==> src/rtl/conv_pkg.sv <==
// Shared types and default geometry for the conv row scheduler.
package conv_pkg;

  typedef enum logic [2:0] {
    IDLE,
    FILL,
    RUN,
    REFILL,
    DONE
  } sched_state_t;

  // Default geometry: 8-bit pixels, 5x5 kernel, 28x28 output image.
  localparam int N_DEF   = 7;
  localparam int K_DEF   = 5;
  localparam int IM_DEF  = 28;
  localparam int IMG_DEF = IM_DEF + K_DEF - 1;

  localparam int COL_W  = $clog2(IMG_DEF);
  localparam int SLOT_W = $clog2(K_DEF);
  localparam int ROW_W  = $clog2(IM_DEF);

endpackage

==> src/rtl/conv_row_sched_raster_cnt.sv <==
// Modulo-MAX up-counter with synchronous clear and a wrap pulse.
// Wrap is combinational: high on the increment that returns the count to 0.
module raster_cnt #(
  parameter int MAX = 32,
  parameter int W   = (MAX > 1) ? $clog2(MAX) : 1
) (
  input  logic         clk,
  input  logic         reset,
  input  logic         clr,
  input  logic         inc,
  output logic [W-1:0] cnt,
  output logic         wrap
);

  localparam logic [W-1:0] LAST = W'(MAX - 1);

  logic [W-1:0] cnt_q, cnt_d;

  assign wrap = inc && (cnt_q == LAST);
  assign cnt  = cnt_q;

  // Next count: clear wins over increment; wrap by compare so MAX need not be 2^n.
  always_comb begin
    cnt_d = cnt_q;
    if (clr) begin
      cnt_d = '0;
    end else if (inc) begin
      cnt_d = (cnt_q == LAST) ? '0 : cnt_q + 1'b1;
    end
  end

  // Count register.
  always_ff @(posedge clk or negedge reset) begin
    if (!reset) cnt_q <= '0;
    else        cnt_q <= cnt_d;
  end

endmodule

==> src/rtl/conv_row_sched.sv <==
// Line-buffer fill/refill sequencer for one conv engine over a padded frame.
//
// state  | meaning
// IDLE   | waiting for start, no requests
// FILL   | loading physical slots 0..K-1 with the first K rows
// RUN    | engine computing one output row, upstream paused
// REFILL | overwriting the oldest slot (row_base) with the next row
// DONE   | one-cycle frame_done, then back to IDLE
module conv_row_sched
  import conv_pkg::*;
#(
  parameter int N   = N_DEF,
  parameter int K   = K_DEF,
  parameter int IM  = IM_DEF,
  parameter int IMG = IM + K - 1
) (
  input  logic                   clk,
  input  logic                   reset,
  input  logic                   start,
  input  logic [N:0]             data,
  input  logic                   data_valid,
  output logic                   data_request,
  output logic                   buf_we,
  output logic [$clog2(K)-1:0]   buf_row,
  output logic [$clog2(IMG)-1:0] buf_col,
  output logic [N:0]             buf_wdata,
  output logic [$clog2(K)-1:0]   row_base,
  output logic                   conv_start,
  input  logic                   conv_row_done,
  output logic [$clog2(IM)-1:0]  out_row,
  output logic                   busy,
  output logic                   frame_done,
  output logic                   proto_err
);

  localparam int SW = $clog2(K);
  localparam int CW = $clog2(IMG);
  localparam int RW = $clog2(IM);
  localparam logic [RW-1:0] LAST_ROW = RW'(IM - 1);

  sched_state_t  state_q, state_d;
  logic          conv_start_q, conv_start_d;
  logic          proto_err_q, proto_err_d;
  logic          accept, go, eor, fill_eor, refill_eor;
  logic          slot_wrap, rb_wrap, row_wrap;
  logic          unused_wraps;
  logic [SW-1:0] slot, rb;
  logic [RW-1:0] orow;
  logic [CW-1:0] col;

  assign accept     = data_valid && data_request;
  assign go         = (state_q == IDLE) && start;
  assign fill_eor   = (state_q == FILL) && eor;
  assign refill_eor = (state_q == REFILL) && eor;

  // Column position within the row being streamed; wrap marks end-of-row.
  raster_cnt #(.MAX(IMG), .W(CW)) u_col (
    .clk(clk), .reset(reset), .clr(go), .inc(accept), .cnt(col), .wrap(eor)
  );

  // Slot being loaded during FILL; its wrap is the last FILL row completing.
  raster_cnt #(.MAX(K), .W(SW)) u_slot (
    .clk(clk), .reset(reset), .clr(go), .inc(fill_eor), .cnt(slot), .wrap(slot_wrap)
  );

  // Oldest physical slot, advanced after each refill row.
  raster_cnt #(.MAX(K), .W(SW)) u_base (
    .clk(clk), .reset(reset), .clr(go), .inc(refill_eor), .cnt(rb), .wrap(rb_wrap)
  );

  // Output row index; only IM-1 refills happen, so it never wraps in practice.
  raster_cnt #(.MAX(IM), .W(RW)) u_row (
    .clk(clk), .reset(reset), .clr(go), .inc(refill_eor), .cnt(orow), .wrap(row_wrap)
  );

  assign unused_wraps = rb_wrap ^ row_wrap;

  // State and registered pulse/flag outputs.
  always_ff @(posedge clk or negedge reset) begin
    if (!reset) begin
      state_q      <= IDLE;
      conv_start_q <= 1'b0;
      proto_err_q  <= 1'b0;
    end else begin
      state_q      <= state_d;
      conv_start_q <= conv_start_d;
      proto_err_q  <= proto_err_d;
    end
  end

  // Next-state logic.
  always_comb begin
    state_d = state_q;
    case (state_q)
      IDLE:    if (start) state_d = FILL;
      FILL:    if (slot_wrap) state_d = RUN;
      RUN:     if (conv_row_done) state_d = (orow == LAST_ROW) ? DONE : REFILL;
      REFILL:  if (eor) state_d = RUN;
      DONE:    state_d = IDLE;
      default: state_d = IDLE;
    endcase
  end

  // Outputs decoded from state; conv_start fires on every entry into RUN.
  always_comb begin
    data_request = (state_q == FILL) || (state_q == REFILL);
    busy         = (state_q != IDLE);
    frame_done   = (state_q == DONE);
    buf_row      = (state_q == REFILL) ? rb : slot;
    conv_start_d = (state_d == RUN) && (state_q != RUN);
    proto_err_d  = proto_err_q;
    if (go) proto_err_d = 1'b0;
    if (conv_row_done && (state_q != RUN)) proto_err_d = 1'b1;
  end

  assign buf_we     = accept;
  assign buf_wdata  = accept ? data : '0;
  assign buf_col    = col;
  assign row_base   = rb;
  assign out_row    = orow;
  assign conv_start = conv_start_q;
  assign proto_err  = proto_err_q;

endmodule

==> config.mk <==
export PLATFORM = sky130hd
export DESIGN_NAME = conv_row_sched
export DESIGN_NICKNAME = d
export VERILOG_FILES = /design/src/rtl/conv_pkg.sv /design/src/rtl/conv_row_sched_raster_cnt.sv /design/src/rtl/conv_row_sched.sv
export SDC_FILE = /design/constraint.sdc
export NUM_CORES = 1
export LEC_CHECK = 0
export BUFFER_PORTS_ARGS = -buffer_cell sky130_fd_sc_hd__buf_4
export CAP_MARGIN = 20
export CORE_MARGIN = 2
export CORE_UTILIZATION = 45
export CTS_CLUSTER_SIZE = 25
export DETAILED_ROUTE_END_ITERATION = 8
export PLACE_DENSITY = 0.81
export SETUP_SLACK_MARGIN = 0.4
export SYNTH_ARGS = -nofsm -noshare
export SYNTH_HDL_FRONTEND = slang
export SYNTH_HIERARCHICAL = 1
export SYNTH_SLANG_ARGS = --single-unit
export TNS_END_PERCENT = 30
==> constraint.sdc <==
create_clock -name clk -period 1.9 [get_ports clk]
set_input_delay 0.19 -clock clk [delete_from_list [all_inputs] [get_ports clk]]
set_output_delay 0.19 -clock clk [all_outputs]
set_load 0.05 [all_outputs]
==> reports/metrics.yaml, run 1 <==
floorplanning:
  design.core.area_um2: 2730
  placement_rows: 19
  die_width_um: 57.2
  chipHeight_um: 57.2
  floorplan.io_pins: 43
  die_footprint_um2: 3270
  floorplan.initialDensity: 0.466
synth:
  synth_area_per_cell_um2: 10.0
  synth.cell_area_um2: 1270
  syn_inst: 127
  syn_nets: 147
  yosysWarningCount: 6
setup_path:
  critPathCaptureType: "flop"
  cp.required_ps: 2050
  crit_path_slowest_cell: "dfrtp_2"
  worst_path_dominant_cell_family: "simple AND/OR/NAND/NOR gates"
  critPathBufInv: 0
  worst_r2r_startpoint: "u_col/cnt[1]$_DFFE_PN0P_"
  terminus_of_the_critical_flop_to_flop_path: "state_q[1]$_DFF_PN0_"
  crit_cells: 9
  worst-r2r-cell-count: 9
  worst-endpoint-arrival_ps: 2110
  setup.reg_to_reg.worst_slack_ps: -60
  highest_fanout_seen_on_the_critical_path: 4
  critical-path-max-stage-delay_ps: 440
  critical_path.cell_chain: "ha_4 -> and3_4 -> ha_4 -> and2_4 -> nand2_2 -> nor2_4 -> and3_4 -> o21ai_0 -> a311oi_2"
  kind_of_launch_point_of_the_worst_setup_path: "flop"
  timing_worst_setup_path_type: "flop to flop"
final_layout:
  layout-area-overhead-vs-synth_pct: 55.1
  drive_gt1_frac: 0.537
  most-common-layout-cells: "buf_4 (42), dfrtp_1 (17), nor2_1 (11)"
  insertedDiodeCount: 0
  layout_commonest_cell: "buf_4"
  num-fill-cells: 202
  fin_nets: 209
min_path:
  min_path_type: "input pin to flop"
  min_delay_worst_endpoint: "state_q[1]$_DFF_PN0_"
  min-delay-start: "conv_row_done"
  worst_hold_path.num_cells: 2
power:
  leakage_uw: 0.000937
  p_clk_frac: 0.145
  p_sw_uw: 583
  power_frac_comb: 0.464
  internal_power_uw: 845
  flop_pwr_share: 0.391
  power_switching_share: 0.408
  max-vdd-ir-drop_v: 0.00117
  powerDensity_nw_per_um2: 723
run_status:
  outcome: "finished with violations"
  violations: "negative setup slack"
placed_design:
  dp_hpwl_mm: 2.24
  dp_worst_setup_slack_ps: -63.0
  io_buffers: 42
  routabilityCongestion: 0.819
timing:
  setup-violations-final: 1
  slew_viol_final: 0
  final.setup.worst_slack_ps: -62.4
  slew_headroom: 0.800
  tightest_hold_margin_ps: 167
  setup_repair_after_global_routing_missed_its_margin: "true"
  tightestPinTransition_ps: 297
  timing.setup.tns_ps: -62.4
  achievable-frequency_mhz: 510
  final.min_clock_period_ps: 1960
  hold_violations: 0
  final.period_utilization: 1.03
  clock-skew-final_ps: 4.07
route:
  drt_iter0_markers: 28
  vias_per_cell: 5.60
  post_drt_wl_per_cell_um: 15.2
  drc: 0
  detailroute.via_count: 1226
  final_antenna_net_count: 0
  drt_pre_antenna_iters: 6
  route.final.wire_length_mm: 3.33
cts:
  cts_tree: "built"
  library_cell_used_as_clock_root_buffer: "clkbuf_4"
  cts_max_level: 1
  clock-sinks: 21
  clock_transition_at_path_regs_ps: 110
  cts_max_path_buffers: 2
  worstSkewPairLatency_ps: 290
  cts-buffers-inserted: 3
global_route:
  global_route.overflow_total: 0
  global_route_wire_length_before_repair_mm: 5.21
  vias_in_the_first_global_route: 1151
  grt_start_max_net_pins: 22
  grt_use_total: 0.203
  antenna_violations_before_repair: 0
run:
  maxCapViolCount: 0
==> state kept, by name (all words and copies together), names as in the netlist <==
signal	flops
state_q	3
u_slot/cnt	3
proto_err	1
conv_start	1
u_base/cnt	3
u_col/cnt	5
u_row/cnt	5
==> metal layers <==
layer | part of all wire | routed length [µm] | global-route usage | up-vias
li1 | - | - | - | 577
met1 | 0.39 | 1290 | 0.256 | 587
met2 | 0.53 | 1770 | 0.365 | 54
met3 | 0.060 | 200 | 0.0204 | 8
met4 | 0.019 | 63 | 0.0631 | 0
met5 | 0 | 0 | 0 | -
==> worst reg2reg max path, cell delays in order (launching register included) <==
cell	delay [ps]
dfrtp_2	440
ha_4	170
and3_4	180
ha_4	160
and2_4	150
nand2_2	70
nor2_4	40
and3_4	160
o21ai_0	260
a311oi_2	180
==> how the worst max path moves through the flow <==
stage	start	end	slack (ps)
floorplan	state_q[0]$_DFF_PN0_	u_row/cnt[4]$_DFFE_PN0P_	-350
global placement	u_col/cnt[0]$_DFFE_PN0P_	state_q[0]$_DFF_PN0_	60
detailed placement	u_col/cnt[0]$_DFFE_PN0P_	state_q[1]$_DFF_PN0_	-60
CTS	u_col/cnt[1]$_DFFE_PN0P_	u_row/cnt[4]$_DFFE_PN0P_	50
global route	u_col/cnt[1]$_DFFE_PN0P_	state_q[1]$_DFF_PN0_	-150
finish	u_col/cnt[1]$_DFFE_PN0P_	state_q[1]$_DFF_PN0_	-60
==> power by group through the flow <==
stage	registers, µW	logic [µW]	clock network, µW
final	559	663	206
after global routing	567	704	245
after CTS	558	638	214
after detailed placement	553	594	0
after global placement	546	573	0
after floorplan	726	204	0
==> cell type report <==
cell class	instances	area, µm²	area share
Clock buffer	4	26.3	0.0133
Timing Repair Buffer	60	543	0.275
Inverter	5	18.8	0.00950
Multi-Input combinational cell	98	818	0.414
Tap cell	31	38.8	0.0196
Sequential cell	21	531	0.269
==> timing repair <==
item	in CTS	in global routing
gates resized for setup	14	30
setup buffers	7	1
setup endpoints to repair	33	34
hold endpoints to repair	21	0
hold buffers	1	0
pin swaps	6	7
==> per-stage QoR <==
stage	instances	total power [µW]	utilization	area, µm²
after CTS	218	1410	0.674	1840
after global routing	219	1520	0.723	1980
after global placement	206	1120	0.621	1700
after detailed placement	206	1150	0.621	1700
final	219	1430	0.723	1980
after floorplan	127	931	-	1310
(Power assumes the default switching activity.)
==> inputs of run 2 (changes only) <==
--- a/config.mk
+++ b/config.mk
@@ -5,13 +5,15 @@
 export SDC_FILE = /design/constraint.sdc
 export NUM_CORES = 1
 export LEC_CHECK = 0
+export ABC_AREA = 1
 export BUFFER_PORTS_ARGS = -buffer_cell sky130_fd_sc_hd__buf_4
 export CAP_MARGIN = 20
 export CORE_MARGIN = 2
-export CORE_UTILIZATION = 45
+export CORE_UTILIZATION = 47
+export CTS_BUF_LIST = sky130_fd_sc_hd__clkbuf_8
 export CTS_CLUSTER_SIZE = 25
 export DETAILED_ROUTE_END_ITERATION = 8
-export PLACE_DENSITY = 0.81
+export PLACE_DENSITY = 0.84
 export SETUP_SLACK_MARGIN = 0.4
 export SYNTH_ARGS = -nofsm -noshare
 export SYNTH_HDL_FRONTEND = slang
==> reports/metrics.yaml, run 2 <==
route:
  drt_pre_antenna_iters: 4
  drc: 0
  post_drt_wl_per_cell_um: 13.7
  route.final.wire_length_mm: 3.96
  detailroute.via_count: 1478
  drt_iter0_markers: 43
  vias_per_cell: 5.13
  final_antenna_net_count: 0
global_route:
  use_met2: 0.384
  antenna_violations_before_repair: 0
  vias_in_the_first_global_route: 1327
  global_route.overflow_total: 0
  grt_start_max_net_pins: 22
  global_route_wire_length_before_repair_mm: 5.53
  grtUsageMet3: 0.0544
  globalRouteMet1Util: 0.243
  grt_use_total: 0.217
  globalRoute.busiestLayer: "met2"
cts:
  library_cell_used_as_clock_root_buffer: "clkbuf_8"
  worstSkewPairLatency_ps: 270
  cts_max_level: 1
  cts_max_path_buffers: 2
  cts_tree: "built"
  cts-buffers-inserted: 3
  clock-sinks: 21
  clock_transition_at_path_regs_ps: 80
timing:
  clock-skew-final_ps: 1.41
  final.period_utilization: 1.03
  tightestPinTransition_ps: 279
  final.setup.worst_slack_ps: -54.8
  slew_headroom: 0.813
  hold_violations: 0
  achievable-frequency_mhz: 512
  setup-violations-final: 3
  setup_repair_after_global_routing_missed_its_margin: "true"
  final.min_clock_period_ps: 1950
  slew_viol_final: 0
run_status:
  violations: "negative setup slack"
  outcome: "finished with violations"
synth:
  syn_nets: 206
  synth.cell_area_um2: 1330
  yosysWarningCount: 6
  synth_area_per_cell_um2: 7.17
  syn_inst: 186
floorplanning:
  chipHeight_um: 57.3
  floorplan.io_pins: 43
  placement_rows: 19
  die_footprint_um2: 3280
  floorplan.initialDensity: 0.488
  die_width_um: 57.3
  design.core.area_um2: 2730
final_layout:
  fin_nets: 278
  layout_commonest_cell: "buf_4"
  most-common-layout-cells: "buf_4 (50), nand2_1 (40), inv_1 (29)"
  drive_gt1_frac: 0.463
  num-fill-cells: 173
  layoutNonFillerInstCount: 288
  layout-area-overhead-vs-synth_pct: 59.6
  insertedDiodeCount: 0
placed_design:
  routabilityCongestion: 0.804
  place.detailed.instances: 268
  io_buffers: 42
  dp_hpwl_mm: 2.29
setup_path:
  critPathBufInv: 6
  kind_of_launch_point_of_the_worst_setup_path: "flop"
  worst_path_dominant_cell_family: "simple AND/OR/NAND/NOR gates"
  critical-path-max-stage-delay_ps: 460
  critPathCaptureType: "flop"
  cp.required_ps: 2110
  highest_fanout_seen_on_the_critical_path: 9
  timing_worst_setup_path_type: "flop to flop"
  crit_path_slowest_cell: "dfrtp_2"
  worst-endpoint-arrival_ps: 2170
  critical_path.cell_chain: "nor2_4 -> nand2_4 -> clkinvlp_4 -> nand2_2 -> inv_2 -> inv_4 -> nor4_4 -> inv_2 -> nor2_2 -> inv_1 -> nand2_2 -> nand2_1 -> nand2_1 -> nand2_1 -> inv_2 -> nand2_2 -> nor2_2"
run:
  maxCapViolCount: 0
power:
  post-layout-total-power_uw: 2260
  leakage_uw: 0.00109
  powerDensity_nw_per_um2: 1060
  max-vdd-ir-drop_v: 0.00116
min_path:
  min_path_type: "input pin to flop"
[run 2: path summary, 6_finish.rpt]
path / from / to / slack [ps] / cells past startpoint
max: state_q[2]$_DFF_PN0_ / conv_start$_DFF_PN0_ / -50 / 17
min: conv_row_done / state_q[1]$_DFF_PN0_ / 140 / 2
max reg2reg: state_q[2]$_DFF_PN0_ / conv_start$_DFF_PN0_ / -50 / 17
min reg2reg: proto_err$_DFFE_PN0P_ / proto_err$_DFFE_PN0P_ / 500 / 1
max in group asynchronous: reset / state_q[2]$_DFF_PN0_ / 1320 / 2
min in group asynchronous: reset / u_slot/cnt[1]$_DFFE_PN0P_ / 330 / 2
[run 2: stage by stage]
step	cell area [µm²]	setup slack [ps]	utilization	hold WS [ps]	setup TNS [ps]
CTS	1940	28.5	0.709	133	0
finish	2130	-54.8	0.778	136	-120
floorplan	1360	-296	-	-106	-2460
detailed placement	1780	10.5	0.652	91.7	0
global route	2130	-215	0.778	154	-1080
global placement	1780	116	0.652	89.5	0
[run 2: power breakdown]
part | internal [µW] | total (µW) | switching (µW)
Clock | 147 | 308 | 161
Sequential | 519 | 584 | 65.3
Combinational | 468 | 1360 | 894
[run 2: worst register-to-register path, delay by kind of cell, from the launching register on]
| kind | cells | cell delay [ps] |
|---|---|---|
| buffers and inverters | 6 | 440 |
| and+or+nand+nor | 11 | 1010 |
| DFF | 1 | 460 |
[run 2: what timing repair did]
action | CTS | global route
setup endpoints to repair | 27 | 31
endpoints found under the hold margin | 21 | 0
pin swaps | 3 | 11
hold buffers | 1 | 0
gates resized for setup | 13 | 42
buffers inserted | 8 | 7
[run 2: final cells by class]
class / instances / area [µm²] / share of cell area
Sequential cell: 21 / 529 / 0.249
Timing Repair Buffer: 67 / 569 / 0.267
Clock inverter: 1 / 5.00 / 0.00235
Clock buffer: 3 / 41.3 / 0.0194
Multi-Input combinational cell: 124 / 782 / 0.367
Inverter: 41 / 163 / 0.0764
Tap cell: 31 / 38.8 / 0.0182
[run 2: routing by layer]
layer	up-vias	routed length [µm]	part of all wire
li1	721	-	-
met3	16	135	0.034
met4	0	120	0.030
met2	30	2160	0.55
met1	711	1540	0.39
met5	-	0	0
